<file path="src/rtl/ram_port_arbiter.sv">
// ram_port_arbiter
// Shares port A of the sequence RAM between two requesters:
//   requester 0 = sequence writer (LFSR fill), requester 1 = playback reader.
// Round-robin arbitration with optional burst lock, registered RAM command and
// per-requester read-valid tracking through a RD_LAT-deep {valid,id} pipeline.
//
// Optional feature macro: ARB_STATS_EN
//   When defined, adds the outputs gcnt0/gcnt1 (saturating accepted-command
//   counts per requester) and wait_max (longest req-without-gnt run, saturating).
//
// Ports
//   clk              system clock, rising edge
//   rst              asynchronous active-low reset
//   req/we/lock[1:0] per-requester request, write flag, keep-ownership flag
//   addr0/addr1      per-requester command address
//   wdata0/wdata1    per-requester write data
//   gnt[1:0]         combinational grant, one-hot or zero
//   rvalid[1:0]      read data valid pulse for the requester that issued the read
//   rdata            shared read data (= ram_q), qualify with rvalid
//   ram_addr/ram_data/ram_wren  registered RAM command
//   ram_q            RAM read data
//   busy             ownership held or a read in flight
//   gcnt0/gcnt1/wait_max  statistics (ARB_STATS_EN only)
module ram_port_arbiter #(
  parameter int AW     = 5,
  parameter int DW     = 4,
  parameter int RD_LAT = 2
) (
  input  logic          clk,
  input  logic          rst,
  input  logic [1:0]    req,
  input  logic [1:0]    we,
  input  logic [1:0]    lock,
  input  logic [AW-1:0] addr0,
  input  logic [AW-1:0] addr1,
  input  logic [DW-1:0] wdata0,
  input  logic [DW-1:0] wdata1,
  output logic [1:0]    gnt,
  output logic [1:0]    rvalid,
  output logic [DW-1:0] rdata,
  output logic [AW-1:0] ram_addr,
  output logic [DW-1:0] ram_data,
  output logic          ram_wren,
  input  logic [DW-1:0] ram_q,
  output logic          busy
`ifdef ARB_STATS_EN
  ,
  output logic [15:0]   gcnt0,
  output logic [15:0]   gcnt1,
  output logic [7:0]    wait_max
`endif
);

  typedef enum logic [1:0] {IDLE, OWN0, OWN1} state_e;

  state_e              state_q;
  logic                rr_q;        // 1 = requester 1 wins the next tie
  logic [1:0]          gnt_d;
  logic                accept;
  logic                acc_id;
  logic [AW-1:0]       ram_addr_q;
  logic [DW-1:0]       ram_data_q;
  logic                ram_wren_q;
  logic [RD_LAT-1:0]   pv_q;        // read pipeline valid bits
  logic [RD_LAT-1:0]   pid_q;       // read pipeline requester ids
  logic [1:0]          rvalid_q;

  // Grant depends only on state, rr pointer and req; forced off during reset.
  // NOTE: every variable assigned in an always_comb gets a default first, so no
  // path through the block can leave it unassigned and infer a latch.
  always_comb begin
    gnt_d = 2'b00;
    unique case (state_q)
      IDLE:    gnt_d = (req == 2'b11) ? (rr_q ? 2'b10 : 2'b01) : req;
      OWN0:    gnt_d[0] = req[0];
      OWN1:    gnt_d[1] = req[1];
      default: gnt_d = 2'b00;
    endcase
    if (!rst) gnt_d = 2'b00;
  end

  assign accept = |gnt_d;
  assign acc_id = gnt_d[1];

  // Ownership FSM and round-robin pointer.
  // NOTE: sequential state uses non-blocking assignments so every register
  // samples pre-edge values regardless of statement or block order.
  always_ff @(posedge clk or negedge rst) begin
    if (!rst) begin
      state_q <= IDLE;
      rr_q    <= 1'b0;
    end else if (accept) begin
      if (lock[acc_id]) begin
        state_q <= acc_id ? OWN1 : OWN0;
      end else begin
        state_q <= IDLE;
        rr_q    <= ~acc_id;
      end
    end
  end

  // Registered RAM command; address/data hold when nothing is accepted.
  always_ff @(posedge clk or negedge rst) begin
    if (!rst) begin
      ram_addr_q <= '0;
      ram_data_q <= '0;
      ram_wren_q <= 1'b0;
    end else begin
      ram_wren_q <= 1'b0;
      if (accept) begin
        ram_addr_q <= acc_id ? addr1 : addr0;
        ram_data_q <= acc_id ? wdata1 : wdata0;
        ram_wren_q <= we[acc_id];
      end
    end
  end

  // Read tracking: stage 0 loads on the accepting edge, the last stage feeds a
  // registered rvalid so the pulse lands RD_LAT edges after acceptance, the
  // cycle in which ram_q carries the data.
  always_ff @(posedge clk or negedge rst) begin
    if (!rst) begin
      pv_q     <= '0;
      pid_q    <= '0;
      rvalid_q <= 2'b00;
    end else begin
      pv_q[0]  <= accept & ~we[acc_id];
      pid_q[0] <= acc_id;
      for (int i = 1; i < RD_LAT; i++) begin
        pv_q[i]  <= pv_q[i-1];
        pid_q[i] <= pid_q[i-1];
      end
      rvalid_q <= {pv_q[RD_LAT-1] & pid_q[RD_LAT-1],
                   pv_q[RD_LAT-1] & ~pid_q[RD_LAT-1]};
    end
  end

  assign gnt      = gnt_d;
  assign rvalid   = rvalid_q;
  assign rdata    = ram_q;
  assign ram_addr = ram_addr_q;
  assign ram_data = ram_data_q;
  assign ram_wren = ram_wren_q;
  assign busy     = (state_q != IDLE) | (|pv_q);

`ifdef ARB_STATS_EN
  logic [15:0] gcnt0_q, gcnt1_q;
  logic [7:0]  wcnt0_q, wcnt1_q, wait_max_q;
  logic [7:0]  run0_d, run1_d, wmax_d;

  // Current wait-run length per requester including this cycle; 0 when not waiting.
  always_comb begin
    run0_d = 8'd0;
    run1_d = 8'd0;
    if (req[0] & ~gnt_d[0]) run0_d = (wcnt0_q == 8'hFF) ? 8'hFF : wcnt0_q + 8'd1;
    if (req[1] & ~gnt_d[1]) run1_d = (wcnt1_q == 8'hFF) ? 8'hFF : wcnt1_q + 8'd1;
    wmax_d = wait_max_q;
    if (run0_d > wmax_d) wmax_d = run0_d;
    if (run1_d > wmax_d) wmax_d = run1_d;
  end

  always_ff @(posedge clk or negedge rst) begin
    if (!rst) begin
      gcnt0_q    <= '0;
      gcnt1_q    <= '0;
      wcnt0_q    <= '0;
      wcnt1_q    <= '0;
      wait_max_q <= '0;
    end else begin
      if (gnt_d[0] && gcnt0_q != 16'hFFFF) gcnt0_q <= gcnt0_q + 16'd1;
      if (gnt_d[1] && gcnt1_q != 16'hFFFF) gcnt1_q <= gcnt1_q + 16'd1;
      wcnt0_q    <= run0_d;
      wcnt1_q    <= run1_d;
      wait_max_q <= wmax_d;
    end
  end

  assign gcnt0    = gcnt0_q;
  assign gcnt1    = gcnt1_q;
  assign wait_max = wait_max_q;
`endif

endmodule

</file>
<file path="config.mk">
export PLATFORM = sky130hd
export DESIGN_NAME = ram_port_arbiter
export DESIGN_NICKNAME = d
export VERILOG_FILES = /design/src/rtl/ram_port_arbiter.sv
export SDC_FILE = /design/constraint.sdc
export NUM_CORES = 1
export LEC_CHECK = 0
export BUFFER_PORTS_ARGS = -buffer_cell sky130_fd_sc_hd__buf_2
export CAP_MARGIN = 25
export CORE_AREA = 2 2 59 44
export CTS_CLUSTER_SIZE = 14
export DETAILED_ROUTE_END_ITERATION = 8
export DIE_AREA = 0 0 61 46
export PLACE_DENSITY = 0.76
export SLEW_MARGIN = 20
export SYNTH_ARGS = -nofsm -noshare
export SYNTH_HDL_FRONTEND = slang
export SYNTH_SLANG_ARGS = --single-unit
</file>
<file path="constraint.sdc">
create_clock -name clk -period 1.33 [get_ports clk]
set_input_delay 0.1995 -clock clk [delete_from_list [all_inputs] [get_ports clk]]
set_output_delay 0.1995 -clock clk [all_outputs]
set_load 0.03 [all_outputs]
</file>
After elaboration in Yosys (flattened, before gate mapping)
Index checks and enable logic that the tools add are counted.
{"block": "word_totals", "word_cells": 39, "output_inout_bits": 19, "inputBits": 30, "register_bits": 19}
{"block": "op_classes", "n_reduce_logical": 5, "bitwise": 8, "n_lt_le_gt_ge": 1, "mux": 14, "eq_ne": 3}
{"operator": "$mux W2", "count": 5}
{"operator": "$mux W1", "count": 5}
{"operator": "$mux W5", "count": 1}
{"operator": "$eq A2 B2 Y1 const B", "count": 2}
{"operator": "$mux W4", "count": 1}
{"operator": "$not A1 Y1", "count": 4}
{"operator": "$pmux W1 S2", "count": 2}
{"operator": "$reduce_or A2 Y1", "count": 2}
{"operator": "$and A1 B1 Y1", "count": 3}
{"operator": "$eq A2 B1 Y1 const B", "count": 1}
{"operator": "$logic_not A2 Y1", "count": 1}
{"operator": "$lt A1 B2 Y1 const B", "count": 1}
{"operator": "$reduce_and A2 Y1", "count": 1}
{"operator": "$reduce_bool A2 Y1", "count": 1}
{"operator": "$or A1 B1 Y1", "count": 1}

Depth between registers and ports, before layout
Gate-level depths: netlist of run 1.
{"block": "logic_depth", "word_depth": 8, "depth_mapped": 4, "depth_no_buf": 3}

Worst setup path after synthesis of run 1
Ideal clock, no wire load.
{"block": "synth_timing", "path_kind": "register to register", "startpoint": "reg state_q[0]", "endpoint": "reg state_q[1]", "period_less_slack_ps": 1606, "arrival_ps": 1479, "setup_ps": 127, "required_ps": 1203, "path_stages_with_launch": 4, "path_buffers": 0, "setup_slack_ps": -276, "cell_sequence": "dfrtp_1 -> nand3b_1 -> nor2_1 -> mux2_1"}
{"block": "synth_via", "elab_chain_len": 6, "word_cells_on_any_way": 11}
{"item": "start: declaration", "line_no": "56", "source": "state_e state_q;"}
{"item": "start signal: assignment", "line_no": "94", "source": "state_q <= acc_id ? OWN1 : OWN0;"}
{"item": "$eq A2 B2 Y1 / $logic_not A2 Y1 (equally long branches)", "line_no": "73", "source": "unique case (state_q)"}
{"item": "$pmux W1 S2 (*)", "line_no": "73"}
{"item": "$mux W2 (*)", "line_no": "79", "source": "if (!rst) gnt_d = 2'b00;"}
{"item": "named net gnt[1]", "line_no": "38", "source": "output logic [1:0] gnt,"}
{"item": "$mux W1 (not written as such) (2 in a row)", "line_no": "93", "source": "if (lock[acc_id]) begin"}
{"item": "$mux W2", "line_no": "93"}
The timed path passes the listed nets; every way through them passes the cells marked *. The select of a mux whose other input is x is not followed.
A chain may end at the register's enable or synchronous reset.

Worst setup path in the final report of run 1
{"block": "layout_timing", "startpoint": "reg state_q[0]", "endpoint": "out busy"}
{"block": "layout_via", "elab_chain_len": 2}
{"item": "$reduce_bool A2 Y1", "line_no": "144", "source": "assign busy = (state_q != IDLE) | (|pv_q);"}
{"item": "$or A1 B1 Y1", "line_no": "144"}
{"item": "end: declaration", "line_no": "45", "source": "output logic busy"}
No other way between the ends.

==> flow_summary_export.csv, run 1 <==
group,metric,value,unit
hold_path,hp-class,"in2reg",
floorplan,die_area,2806,um^2
status,status,"finished with violations",
synthesis,ys.flop_type,"dfrtp_1",
clock_tree,numClockSinks,19,
clock_tree,cts_root_buffer,"clkbuf_4",
worst_setup_path,rr_worst_depth,6,
timing,fin_crit_sh,123.4,%
synthesis,synthTopCellsByArea,"dfrtp_1 50%, a211oi_2 9.2%, nor3_1 7.9%",
cells_and_area,antenna_cells,0,
power_and_ir_drop,p_per_area,1868,nW/um^2
synthesis,ys_seq_elements,19,
timing,drv_slew,0,
power_and_ir_drop,ir_drop,0.0007585,V
clock_tree,tritoncts,"done",
placement,io_buffers,40,
drt,drc,0,
floorplan,pin_count,49,
synthesis,syn-num-nets,117,
global_routing,grt_max_degree,14,
cells_and_area,layout_common_cells,"37 x buf_2, 19 x dfrtp_1, 14 x buf_4",
timing,setup_slack,-0.3118,ns
global_routing,grt_pass1_vias,854,
timing,slew_headroom,63.43,%
floorplan,die_w,61,um
synthesis,syn-cell-area,949.7,um^2
floorplan,start_util,41.14,%
global_routing,grt_antenna_before_repair,0,
cells_and_area,final.fill_count,161,
clock_tree,h-tree-depth,1,
synthesis,seq_area_frac_synth,50.07,%
synthesis,synth_cells,87,
placement,gp_congestion,0.7781,
global_routing,grt_pass1_wl,3870,um
worst_setup_path,path_class,"reg2out",
synthesis,synth_edf_count,0,
cells_and_area,final_common_cell,"buf_2",
cells_and_area,area_delta_synth_final,66.54,%
worst_setup_path,worstSetupEndpointType,"output port",
floorplan,chipHeight,46,um
worst_setup_path,required,1.13,ns
drt,vias_per_cell,5.039,
timing,setup_tns,-2.679,ns
synthesis,ys_warn_count,0,
drt,vias,902,
drt,wl_per_cell,14.59,um
drt,routed_wirelength,2612,um
placement,pre_cts_ws,-0.05215,ns
worst_setup_path,arrival,1.44,ns
synthesis,synth_top_cell_area_share,50.07,%
cells_and_area,layout.cells.non_filler,179,
drt,drtPass1Iterations,4,
timing,rsz0062_at_grt,"true",
global_routing,grt_overflow,0,
job,maxCapViolations,0,
timing,whs,0.08824,ns
timing,worst_pin_slew,0.5486,ns
synthesis,ys_async_sr_fraction,100.0,%
worst_setup_path,critPathMaxFanout,5,
clock_tree,cts.path.max_buffers,2,
worst_setup_path,r2r-start,"state_q[0]",
cells_and_area,layout-drive-gt1-share,67.59,%
synthesis,ys_types,27,
timing,fmaxAchievable,609.1,MHz
drt,drt_iter0_drc,16,
timing,hold_viol_final,0,
synthesis,syn_area_per_cell,10.92,um^2
hold_path,hold_depth,2,
clock_tree,path_clk_slew,0.11,ns
status,violations,"setup timing",
hold_path,holdPathEnd,"rr_q",
worst_setup_path,start_kind,"register",
timing,period_minus_slack,1.642,ns
hold_path,min-delay-start,"lock[0]",
placement,dp.cells,165,
worst_setup_path,r2r_slack,-0.21,ns
global_routing,grt_util_all_layers,19.36,%
drt,ant_nets,0,
clock_tree,numCtsBuffers,3,
power_and_ir_drop,p_leak,0.7537,nW
placement,dpl.hpwl,1745,um
worst_setup_path,r2r_end,"pv_q[0]",
timing,fin_worst_skew,0.003576,ns
cells_and_area,fin_nets,176,
timing,setup_viol,17,
floorplan,row_count,15,
clock_tree,clock_latency,0.30,ns
floorplan,core,2308,um^2
synthesis,yosys.area.top_type,"dfrtp_1",
[power breakdown]
part	total [mW]	internal (mW)	switching (mW)
Combinational	1.71	0.763	0.949
Sequential	0.943	0.788	0.154
Clock	0.300	0.112	0.188
[critical path, cell delays in order (launching register included)]
cell     delay (ns)
dfrtp_1        0.46
or4_4          0.53
buf_6          0.15
[metal layers]
| layer | GRT usage, % | share of wire [%] | routed length [um] |
|---|---|---|---|
| met5 | 0 | 0 | 0 |
| met4 | 3.043 | 0 | 0 |
| met3 | 4.830 | 5.4 | 142 |
| met2 | 34.41 | 50 | 1316 |
| met1 | 24.38 | 44 | 1153 |
[timing repair]
action                                 4_1_cts  5_1_grt
cloned                                       1        0
pin swaps                                    5        8
endpoints found under the hold margin       19        0
gates resized for setup                     36       13
buffers inserted                             9        1
setup endpoints to repair                   14       17
hold buffers                                 1        0
[layout make-up]
cell class,instances,area (um^2),share of cell area [%]
clock buffer,3,22.52,1.424
clock inverter,1,5.005,0.3165
inverter,10,37.54,2.373
multi-input combinational,50,560.5,35.44
sequential,19,475.5,30.06
tap,34,42.54,2.690
timing repair buffer,62,437.9,27.69
[metrics by stage]
stage,util (%),area [um^2],power [mW]
2_1_floorplan,-,964.7,1.810
3_3_place_gp,53.77,1241,2.163
3_5_place_dp,53.77,1241,2.205
4_1_cts,65.80,1519,2.819
5_1_grt,68.51,1582,3.112
6_report,68.51,1582,2.955
[synth_stat cells, types with 2 or more instances]
master and n:
a211oi_2 7, a221oi_1 2, a22oi_1 2, and4b_1 2, buf_2 3, buf_4 4, dfrtp_1 19, inv_1 10
nand2b_1 2, nand3b_1 2, nor2_1 2, nor3_1 15, nor3b_2 2, o21ai_0 2
[state kept, by name (all words and copies together) (netlist names)]
name and cells:
ram_data 4, rr_q 1, pid_q 2, pv_q 2, ram_addr 5, state_q 2, rvalid 2, ram_wren 1
[kinds of logic after synthesis]
family	Yosys count	share of synthesized area, %
and+or+nand+nor	30	20.29
AOI/OAI and AO/OA	19	18.58
DFF	19	50.07
buffers and inverters	18	9.881
muxes	1	1.186
[worst max path at each step]
stage          startpoint          to  slack [ns]  cells after the start
2_1_floorplan  state_q[0]  state_q[1]       -0.03                      3
3_3_place_gp   state_q[0]    ram_wren        0.01                      3
3_5_place_dp   state_q[0]    ram_wren       -0.05                      3
4_1_cts        state_q[0]        busy       -0.29                      2
5_1_grt        state_q[0]        busy       -0.34                      2
6_report       state_q[0]        busy       -0.31                      2
(Power assumes the default switching activity.)
==> inputs of run 2 (changes only) <==
==> constraint.sdc (replaced) <==
create_clock -name clk -period 1.6 [get_ports clk]
set_input_delay 0.24 -clock clk [delete_from_list [all_inputs] [get_ports clk]]
set_output_delay 0.24 -clock clk [all_outputs]
set_load 0.03 [all_outputs]
==> run 2 against run 1 <==
Compared with the run above:
- the run still ends with setup timing left
- critical endpoint unchanged
- cell count decreased by 7.3%
- sequential cell count is the same
- clock power decreased by 18%
- design area shrank 20%
- non-clock buffer count down 13
==> flow_summary_export.csv, run 2 (same netlist as run 1, synthesis figures left out) <==
group,metric,value,unit
status,status,"finished with violations",
status,violations,"setup timing",
drt,vias_per_cell,4.970,
cells_and_area,fin_nets,163,
global_routing,grt_overflow,0,
floorplan,chipHeight,46,um
placement,dp.cells,158,
worst_setup_path,start_kind,"register",
drt,drt_iter0_drc,32,
hold_path,hp-class,"in2reg",
timing,hold_viol_final,0,
hold_path,hold_depth,2,
clock_tree,cts.path.max_buffers,2,
placement,gp_congestion,0.7648,
timing,worst_pin_slew,0.4688,ns
clock_tree,numClockSinks,19,
clock_tree,cts_root_buffer,"clkbuf_4",
power_and_ir_drop,ir_drop,0.0005131,V
cells_and_area,largest_reg_flops,5,
global_routing,grt_antenna_before_repair,0,
floorplan,row_count,15,
floorplan,die_area,2806,um^2
global_routing,grt_pass1_wl,3394,um
drt,routed_wirelength,2314,um
timing,fin_crit_sh,104.3,%
clock_tree,numCtsBuffers,3,
timing,whs,0.1285,ns
worst_setup_path,path_class,"reg2out",
power_and_ir_drop,clock_power_share,11.7,%
drt,drtPass1Iterations,4,
placement,pre_cts_ws,0.2327,ns
worst_setup_path,r2r_slack,0.17,ns
worst_setup_path,crit_start,"state_q[1]",
power_and_ir_drop,p_per_area,1655,nW/um^2
worst_setup_path,critPathMaxFanout,5,
power_and_ir_drop,power,2.100,mW
power_and_ir_drop,switching_power,0.9211,mW
cells_and_area,antenna_cells,0,
cells_and_area,layout_common_cells,"37 x buf_2, 17 x dfrtp_1, 15 x nor3_1",
timing,setup_viol,1,
cells_and_area,area_delta_synth_final,33.60,%
worst_setup_path,crit_end,"busy",
clock_tree,path_clk_slew,0.12,ns
worst_setup_path,r2r-start,"state_q[0]",
floorplan,pin_count,49,
cells_and_area,final_common_cell,"buf_2",
global_routing,grt_max_degree,14,
floorplan,core,2308,um^2
job,maxCapViolations,0,
worst_setup_path,arrival,1.43,ns
worst_setup_path,r2r_end,"ram_addr[1]",
timing,rsz0062_at_grt,"true",
worst_setup_path,rr_worst_depth,5,
power_and_ir_drop,p_seq_share,37.3,%
timing,slew_headroom,68.75,%
power_and_ir_drop,p_comb_share,51.1,%
power_and_ir_drop,p_int,1.179,mW
drt,drc,0,
floorplan,die_w,61,um
drt,ant_nets,0,
cells_and_area,layout.cells.non_filler,166,
clock_tree,h-tree-depth,1,
timing,setup_slack,-0.06960,ns
worst_setup_path,required,1.36,ns
power_and_ir_drop,switching_share,43.86,%
timing,period_minus_slack,1.670,ns
timing,fin_worst_skew,0.008492,ns
clock_tree,clock_latency,0.30,ns
cells_and_area,layout-drive-gt1-share,49.24,%
timing,drv_slew,0,
global_routing,grt_pass1_vias,757,
clock_tree,tritoncts,"done",
placement,io_buffers,40,
drt,wl_per_cell,13.94,um
floorplan,start_util,41.14,%
power_and_ir_drop,p_leak,0.6406,nW
global_routing,grt_util_all_layers,17.14,%
placement,dpl.hpwl,1657,um
timing,fmaxAchievable,598.9,MHz
cells_and_area,final.fill_count,211,
worst_setup_path,worstSetupEndpointType,"output port",
drt,vias,825,
run 2: layer usage:
| metal | vias to the layer above | global-route usage, % | part of all wire (%) |
|---|---|---|---|
| met3 | 2 | 2.557 | 4.4 |
| met1 | 402 | 21.82 | 47 |
| li1 | 398 | - | - |
| met5 | - | 0 | 0 |
| met2 | 23 | 28.60 | 48 |
| met4 | 0 | 8.261 | 0.82 |
run 2: what timing repair did:
action | CTS | global route
gates cloned | 0 | 0
pin swaps | 1 | 3
hold buffers | 2 | 0
setup buffers | 2 | 0
hold endpoints to repair | 6 | 0
resized for setup | 5 | 5
setup endpoints to repair | 3 | 3
run 2: worst max-delay path, stage by stage, from the launching register on:
cell and delay (ns):
dfrtp_1 0.44, or4_4 0.54, buf_6 0.15
run 2: metrics by stage:
step | util (%) | instance area (um^2) | setup TNS (ns)
after CTS | 54.42 | 1256 | -0.07439
after detailed placement | 50.95 | 1176 | 0
after floorplan | - | 952.2 | 0
after global routing | 54.96 | 1269 | -0.1231
final | 54.96 | 1269 | -0.06960
after global placement | 50.95 | 1176 | 0
run 2: layout make-up:
type,count,area (um^2),share of cell area (%)
clock buffer,3,22.52,1.775
clock inverter,1,5.005,0.3945
inverter,10,37.54,2.959
multi-input combinational,50,395.4,31.16
sequential,19,478.0,37.67
tap,34,42.54,3.353
timing repair buffer,49,287.8,22.68
run 2: how the worst min path moves through the flow:
stage	from	endpoint	slack, ns
2_1_floorplan	rst	pid_q[0]	-0.06
3_3_place_gp	rst	state_q[0]	0.11
4_1_cts	lock[0]	rr_q	0.12
5_1_grt	lock[0]	rr_q	0.13
6_report	lock[0]	rr_q	0.13
3_5_place_dp	rst	rr_q	0.11
run 2: power groups by stage:
stage / clock network, mW / logic [mW] / registers (mW)
after CTS: 0.253 / 1.05 / 0.769
after global routing: 0.270 / 1.14 / 0.808
after global placement: 0 / 0.963 / 0.768
after detailed placement: 0 / 0.985 / 0.781
after floorplan: 0 / 0.477 / 1.01
final: 0.245 / 1.07 / 0.783
